`config.mk`:
```
export PLATFORM = sky130hd
export DESIGN_NAME = nms_pipe
export DESIGN_NICKNAME = d
export VERILOG_FILES = /design/src/rtl/nms_pkg.sv /design/src/rtl/nms_core.sv /design/src/rtl/nms_pipe.sv
export SDC_FILE = /design/constraint.sdc
export NUM_CORES = 1
export LEC_CHECK = 0
export BUFFER_PORTS_ARGS = -buffer_cell sky130_fd_sc_hd__buf_2
export CAP_MARGIN = 10
export CORE_MARGIN = 4
export CORE_UTILIZATION = 35
export CTS_CLUSTER_DIAMETER = 50
export CTS_CLUSTER_SIZE = 8
export DETAILED_ROUTE_END_ITERATION = 12
export SLEW_MARGIN = 20
export SYNTH_ARGS = -nofsm -noshare
export SYNTH_HDL_FRONTEND = slang
export SYNTH_HIERARCHICAL = 1
export SYNTH_SLANG_ARGS = --single-unit
```
`constraint.sdc`:
```
create_clock -name clk -period 4.35 [get_ports clk]
set_input_delay 1.305 -clock clk [delete_from_list [all_inputs] [get_ports clk]]
set_output_delay 1.305 -clock clk [all_outputs]
set_load 0.01 [all_outputs]
```
`src/rtl/nms_pkg.sv`:
```
// rtl/nms_pkg.sv - shared types, tap indices and neighbour lookup for non-maximum suppression
package nms_pkg;

    typedef enum logic [1:0] {
        DIR_H    = 2'd0,
        DIR_D45  = 2'd1,
        DIR_V    = 2'd2,
        DIR_D135 = 2'd3
    } nms_dir_e;

    // Window taps, row-major: k = row*3 + col
    localparam int TAP_NW   = 0;
    localparam int TAP_N    = 1;
    localparam int TAP_NE   = 2;
    localparam int TAP_W    = 3;
    localparam int TAP_C    = 4;
    localparam int TAP_E    = 5;
    localparam int TAP_SW   = 6;
    localparam int TAP_S    = 7;
    localparam int TAP_SE   = 8;
    localparam int NUM_TAPS = 9;

    typedef struct packed {
        logic [3:0] back;
        logic [3:0] fwd;
    } nbr_pair_t;

    function automatic nbr_pair_t nbr_pair(input nms_dir_e dir);
        nbr_pair_t p;
        case (dir)
            DIR_H:    begin p.back = 4'(TAP_W);  p.fwd = 4'(TAP_E);  end
            DIR_D45:  begin p.back = 4'(TAP_NW); p.fwd = 4'(TAP_SE); end
            DIR_V:    begin p.back = 4'(TAP_N);  p.fwd = 4'(TAP_S);  end
            default:  begin p.back = 4'(TAP_NE); p.fwd = 4'(TAP_SW); end
        endcase
        return p;
    endfunction

endpackage

```
`src/rtl/nms_core.sv`:
```
// rtl/nms_core.sv - combinational kill decision for one centre pixel
import nms_pkg::*;

module nms_core #(
    parameter int MAG_W    = 11,
    parameter int TIE_MODE = 0
) (
    input  logic [9*MAG_W-1:0] win,
    input  logic [1:0]         dir,
    output logic [MAG_W-1:0]   centre,
    output logic               kill
);

    logic [MAG_W-1:0] taps [NUM_TAPS];
    nbr_pair_t        pair;
    logic [MAG_W-1:0] back_mag;
    logic [MAG_W-1:0] fwd_mag;
    logic             back_kill;
    logic             fwd_kill;

    for (genvar k = 0; k < NUM_TAPS; k++) begin : g_taps
        assign taps[k] = win[k*MAG_W +: MAG_W];
    end

    always_comb begin
        pair      = nbr_pair(nms_dir_e'(dir));
        centre    = taps[TAP_C];
        back_mag  = taps[pair.back];
        fwd_mag   = taps[pair.fwd];
        back_kill = (centre <= back_mag);
        // Mode 1 lets a centre survive a tie with its forward neighbour only
        if (TIE_MODE == 1) begin
            fwd_kill = (centre < fwd_mag);
        end else begin
            fwd_kill = (centre <= fwd_mag);
        end
        kill = back_kill || fwd_kill;
    end

endmodule

```
`src/rtl/nms_pipe.sv`:
```
// rtl/nms_pipe.sv - two-stage NMS pipeline with backpressure, thresholds and per-frame survivor count
import nms_pkg::*;

module nms_pipe #(
    parameter int MAG_W    = 11,
    parameter int TIE_MODE = 0,
    parameter int CNT_W    = 20
) (
    input  logic               clk,
    input  logic               rst,
    input  logic [9*MAG_W-1:0] in_mag_win,
    input  logic [1:0]         in_dir,
    input  logic               in_sof,
    input  logic               in_eof,
    input  logic               in_valid,
    output logic               in_ready,
    input  logic [MAG_W-1:0]   thresh_low,
    input  logic [MAG_W-1:0]   thresh_high,
    output logic [MAG_W-1:0]   out_mag,
    output logic [1:0]         out_dir,
    output logic               out_strong,
    output logic               out_sof,
    output logic               out_eof,
    output logic               out_valid,
    input  logic               out_ready,
    output logic [CNT_W-1:0]   frame_count,
    output logic               frame_done
);

    logic             adv;
    logic [MAG_W-1:0] core_centre;
    logic             core_kill;

    logic             s1_valid;
    logic [MAG_W-1:0] s1_centre;
    logic             s1_kill;
    logic [1:0]       s1_dir;
    logic             s1_sof;
    logic             s1_eof;

    logic [MAG_W-1:0] s2_mag;
    logic             s2_strong;

    logic             out_fire;
    logic             survivor;
    logic [CNT_W-1:0] run_cnt;
    logic [CNT_W-1:0] run_next;

    nms_core #(
        .MAG_W    (MAG_W),
        .TIE_MODE (TIE_MODE)
    ) u_core (
        .win    (in_mag_win),
        .dir    (in_dir),
        .centre (core_centre),
        .kill   (core_kill)
    );

    // Single advance enable: the whole pipe moves together or freezes together
    assign adv      = !out_valid || out_ready;
    assign in_ready = adv;

    always_comb begin
        if (s1_kill || (s1_centre < thresh_low)) begin
            s2_mag = '0;
        end else begin
            s2_mag = s1_centre;
        end
        s2_strong = (s2_mag != '0) && (s2_mag >= thresh_high);
    end

    always_ff @(posedge clk) begin
        if (rst) begin
            s1_valid  <= 1'b0;
            s1_centre <= '0;
            s1_kill   <= 1'b0;
            s1_dir    <= 2'd0;
            s1_sof    <= 1'b0;
            s1_eof    <= 1'b0;
        end else if (adv) begin
            s1_valid  <= in_valid;
            s1_centre <= core_centre;
            s1_kill   <= core_kill;
            s1_dir    <= in_dir;
            s1_sof    <= in_valid && in_sof;
            s1_eof    <= in_valid && in_eof;
        end
    end

    always_ff @(posedge clk) begin
        if (rst) begin
            out_valid  <= 1'b0;
            out_mag    <= '0;
            out_dir    <= 2'd0;
            out_strong <= 1'b0;
            out_sof    <= 1'b0;
            out_eof    <= 1'b0;
        end else if (adv) begin
            out_valid  <= s1_valid;
            out_mag    <= s2_mag;
            out_dir    <= s1_dir;
            out_strong <= s2_strong;
            out_sof    <= s1_sof;
            out_eof    <= s1_eof;
        end
    end

    assign out_fire = out_valid && out_ready;
    assign survivor = (out_mag != '0);

    // Count including the beat currently being accepted, so eof can latch it directly
    always_comb begin
        if (out_sof) begin
            run_next = {{(CNT_W-1){1'b0}}, survivor};
        end else if (survivor && (run_cnt != '1)) begin
            run_next = run_cnt + CNT_W'(1);
        end else begin
            run_next = run_cnt;
        end
    end

    always_ff @(posedge clk) begin
        if (rst) begin
            run_cnt     <= '0;
            frame_count <= '0;
            frame_done  <= 1'b0;
        end else begin
            frame_done <= 1'b0;
            if (out_fire) begin
                run_cnt <= run_next;
                if (out_eof) begin
                    frame_count <= run_next;
                    frame_done  <= 1'b1;
                end
            end
        end
    end

endmodule

```
Word level (Yosys, flattened, before mapping)
Index checks and enable logic that the tools add are counted.

storage, ports and cells
  register bits = 75
  input bits = 129

cells by class
  $add $sub $neg = 1
  magnitude comparators = 6
  eq/ne operators = 3
  mux-type cells = 11
  bitwise logic cells = 3
  reductions and logical operators = 14

operators with widths
  cell                                                              count
  11-bit binary-select mux with 4-bit select                        2
  11-bit two-way mux                                                5
  20-bit two-way mux                                                2
  11-bit less-or-equal comparator                                   2
  11-bit nonzero test                                               2
  20-bit by 1-bit adder with 20-bit output (second input constant)  1
  20-bit != test (second input constant)                            1
  6-bit case mux with 3 select lines                                1
  11-bit greater-or-equal comparator                                1
  11-bit less-than comparator                                       1
  5-bit greater-or-equal comparator (second input constant)         2
  1-bit logical AND                                                 5
  2-bit NOT with 5-bit output                                       1
  4-bit NOT with 5-bit output                                       1
  1-bit logical OR                                                  3
  2-bit by 1-bit == test with 1-bit output (second input constant)  1
  2-bit == test (second input constant)                             1
  2-bit zero test                                                   1
  2-bit AND reduction                                               1
  2-bit OR reduction                                                1
  1-bit zero test                                                   1
  1-bit two-way mux                                                 1
  1-bit NOT                                                         1

Depth between registers and ports, before layout
  depth after elaboration = 8
  gate-level depth with buffers = 15
  mapped depth without buffers = 14

Modules after synthesis
Netlist, hierarchy kept.

modules (own cells, without submodules)
  module    instances  cells each  area each (um^2)  sequential area each (um^2)
  nms_pipe  1          501         3,915.0           1,501.4
  nms_core  1          178         1,737.9           0.0

Worst setup path before layout
No wires, ideal clock.

  path type = input -> register
  start point = input in_dir[0]
  end point = register s1_kill
  library setup time = 0.070 ns
  arrival = 3.970 ns
  required time = 4.280 ns
  setup slack = 0.309 ns
  cell stages on the path = 13
  buffers on the path = 1
  cells stage by stage = inv_1 -> ha_1 -> nor2_2 -> buf_2 -> mux4_1 -> a221oi_1 -> ha_1 -> a21o_1 -> a21o_1 -> a2111oi_0 -> a211o_1 -> nand2_1 -> a21oi_1

between the ends
  word-level cells in the longest chain between the ends = 8

ends and longest elaborated chain
  element                                                                                                  RTL line                        text
  start: declaration                                                                                       nms_pipe.sv:12                  input logic [1:0] in_dir,
  2-bit == test (tied with other cells)                                                                    nms_pkg.sv:30                   case (dir)
  6-bit case mux with 3 select lines (*)                                                                   nms_pkg.sv:30
  2-bit NOT with 5-bit output (implied by the code) / 4-bit NOT with 5-bit output (equally long branches)  nms_core.sv:28, nms_core.sv:29
  11-bit binary-select mux with 4-bit select, on equally long branches                                     nms_core.sv:28, nms_core.sv:29
  11-bit two-way mux, on equally long branches (2 in series)                                               nms_core.sv:28, nms_core.sv:29
  11-bit less-or-equal comparator, on equally long branches                                                nms_core.sv:30, nms_core.sv:35
  1-bit logical OR (*)                                                                                     nms_core.sv:37                  kill = back_kill || fwd_kill;
  named net core_kill                                                                                      nms_pipe.sv:32                  logic core_kill;
  end signal: assignment                                                                                   nms_pipe.sv:83                  s1_kill <= core_kill;
  end: declaration                                                                                         nms_pipe.sv:36                  logic s1_kill;

The timed path passes the listed nets; every way through them passes the cells marked *. The select of a mux whose other input is x is not followed.
A chain may end at the register's enable or synchronous reset.

Worst setup path after layout
Ends and elaborated chain as after synthesis.

==> flow_metrics.py <==
metrics = {
    "yosys": {
        "synthAdderAreaFrac_pct": 10.85,
        "synthSimpleGateAreaFrac_pct": 21.27,
        "synth_xor_area_share_pct": 2.634,
        "synthMuxAreaShare_pct": 11.35,
        "synth_seq_cells": 75,
        "yosys_warnings": 6,
        "synth_area_leaders": "dfxtp_1, ha_1, mux4_2",
        "yosysUniqueCellTypes": 62,
        "synth_area_um2": 5653,
        "synth_edf_count": 0,
        "ys_seq_area_share_pct": 26.56,
        "synth-main-ff-cell": "dfxtp_1",
        "synth_fp_nets": 857,
        "async_reset_ff_share_pct": 0,
        "syn_area_per_cell_um2": 8.325,
        "synth_compound_area_share_pct": 19.34,
        "synth_top_family_by_area": "simple AND/OR/NAND/NOR gates",
        "synth_top_area_cell": "dfxtp_1",
        "yosysTopAreaCellShare_pct": 26.56,
        "syn_inst": 679,
    },
    "setup_path": {
        "end_kind": "register",
        "crit_chain": "buf_2 -> inv_1 -> buf_4 -> ha_1 -> nor2_4 -> buf_12 -> buf_4 -> mux4_2 -> a221oi_1 -> ha_1 -> a21oi_1 -> a21oi_1 -> a2111oi_0 -> a211o_1 -> nand2_1 -> a21oi_1",
        "start_kind": "primary input",
        "cp_slowest_stage_delay_ns": 0.40,
        "cp_slowest_cell": "a2111oi_0",
        "required_ns": 4.61,
        "critPathKind": "in2reg",
        "crit_fanout": 16,
        "cp_data_arrival_time_ns": 4.22,
        "crit_top_cell": "a21oi_1",
    },
    "final_layout": {
        "stdcell_area_um2": 6954,
        "area_delta_synth_final_pct": 23.02,
        "finalNetCount": 1000,
        "antenna_cells": 0,
        "layout_common_cells": "buf_2, nand2_1, dfxtp_1",
        "drive_gt1_share_pct": 28.54,
        "final_common_cell": "buf_2",
        "final_util_pct": 43.94,
        "finalNonFillerCells": 1043,
        "fill_cells": 1646,
    },
    "sta": {
        "period_minus_slack_ns": 3.959,
        "slew_viol_final": 0,
        "rsz0062_at_grt": "no",
        "setup_viol": 0,
        "period_share_pct": 91.01,
        "clock_skew_ns": 0.009291,
        "report.final.hold_viol_count": 0,
        "fmax_mhz": 252.6,
        "relSlewSlack_pct": 38.39,
        "tns_ns": 0,
        "fin_ws_ns": 0.3910,
        "tightest_slew_ns": 0.9219,
        "hold_slack_ns": 0.4408,
    },
    "clock_network": {
        "numClockSinks": 75,
        "cts.htree.levels": 3,
        "cts.path.max_buffers": 2,
        "clk_pin_slew_worst_paths_ns": 0.06,
        "insertion_delay_ns": 0.33,
        "cts_resized": 0,
        "cts_setup_buffers": 0,
        "cts-root-buf": "clkbuf_16",
        "cts_tree": "built",
        "holdBufCountCts": 0,
        "cts-buffers-inserted": 9,
    },
    "detailed_routing": {
        "via_per_inst": 5.221,
        "antenna_left": 0,
        "wl_mm": 16.40,
        "first_pass_iters": 5,
        "wl_per_cell_um": 15.72,
        "first_iter_violations": 272,
        "drc": 0,
        "num_vias": 5445,
    },
    "grt": {
        "grt_usage_pct": 17.78,
        "grt_pass1_wl_mm": 26.64,
        "antenna_found_initial": 1,
        "grt_max_degree": 43,
        "grt-ovfl-total": 0,
        "grt_pass1_vias": 5335,
    },
    "placed_design": {
        "dp_hpwl_mm": 12.52,
        "routabilityCongestion": 0.8681,
        "io_buffers": 167,
        "dp_cells": 1027,
        "dpl_cell_area_um2": 6671,
        "place_ws_ns": -0.07816,
    },
    "flow_run": {
        "maxCapViolCount": 0,
    },
    "floorplan": {
        "die_w_um": 135.1,
        "die_y_um": 135.1,
        "die_area_um2": 18250,
        "start_util_pct": 35.72,
        "pin_count": 168,
        "fp.coreArea_um2": 15830,
        "rows": 46,
    },
    "power_and_ir_drop": {
        "vdd_drop_max_v": 0.0001371,
        "total_power_mw": 1.845,
        "p_per_area_nw_per_um2": 265.3,
        "p_leak_nw": 3.063,
    },
    "status": {
        "outcome": "finished, final reports clean",
    },
    "hold_path": {
        "hold_class": "reg2reg",
    },
}
cell families after synthesis:
kind of cell    after synthesis
simple gates                233
buf+inv                      96
mux                          35
fa+ha+maj                    49
compound gates              174
xor+xnor                     17
flops                        75
registers in the layout, summed over array words and instances, names as in the netlist:
register,cells
s1_valid,1
s1_centre,11
out_mag,11
out_strong,1
frame_count,20
out_dir,2
out_valid,1
s1_kill,1
frame_done,1
s1_sof,1
s1_eof,1
out_eof,1
run_cnt,20
s1_dir,2
out_sof,1
routing by layer:
layer | part of all wire, % | wire (um) | global-route usage (%) | vias up
li1 | - | - | - | 2765
met1 | 47 | 7649 | 24.73 | 2488
met2 | 46 | 7556 | 28.73 | 176
met3 | 6.1 | 1006 | 2.869 | 14
met4 | 1.1 | 176 | 4.759 | 2
met5 | 0.043 | 7 | 0 | -
final cells by class:
type | instances | area [um2] | share of cell area [%]
repair buffers | 191 | 1054 | 15.15
flip-flops and latches | 75 | 1501 | 21.59
multi-input cells | 508 | 3710 | 53.35
well taps | 216 | 270.3 | 3.886
inverters | 37 | 138.9 | 1.997
clock buffers | 11 | 242.7 | 3.490
clock inverters | 5 | 37.54 | 0.5398
final timing paths:
path,start,end,slack [ns],cells after the start
setup / recovery,in_dir[0],s1_kill$_SDFFE_PP0P_,0.39,16
hold / removal,frame_count[15]$_SDFFE_PP0P_,frame_count[15]$_SDFFE_PP0P_,0.44,2
setup reg to reg,s1_centre[9]$_SDFFE_PP0P_,out_strong$_SDFFE_PP0P_,1.52,11
hold reg to reg,frame_count[15]$_SDFFE_PP0P_,frame_count[15]$_SDFFE_PP0P_,0.44,2
synth_stat cells, types with 15 or more instances:
master and number:
o21ai_0 17, ha_1 49, nor2b_1 19, clkbuf_1 28
mux4_2 18, nor2_1 15, inv_1 37, a21oi_1 66
o21ai_1 19, nand2_1 99, nand3_1 26, dfxtp_1 75
power by group:
| part | internal (mW) | leakage, nW | total (mW) | switching [mW] |
|---|---|---|---|---|
| Sequential | 0.703 | 0.609 | 0.724 | 0.0211 |
| Clock | 0.404 | 0.132 | 0.699 | 0.295 |
| Combinational | 0.204 | 2.32 | 0.422 | 0.218 |
worst max-delay path, delay by kind of cell:
kind                     cells  cell delay, ns
adder cells (fa/ha/maj)      2            0.53
AO/OA/AOI/OAI                6            1.23
AND/OR/NAND/NOR              2            0.19
buffers and inverters        5            0.64
multiplexers                 1            0.30
Note: power is estimated with default switching activity, not from simulation.
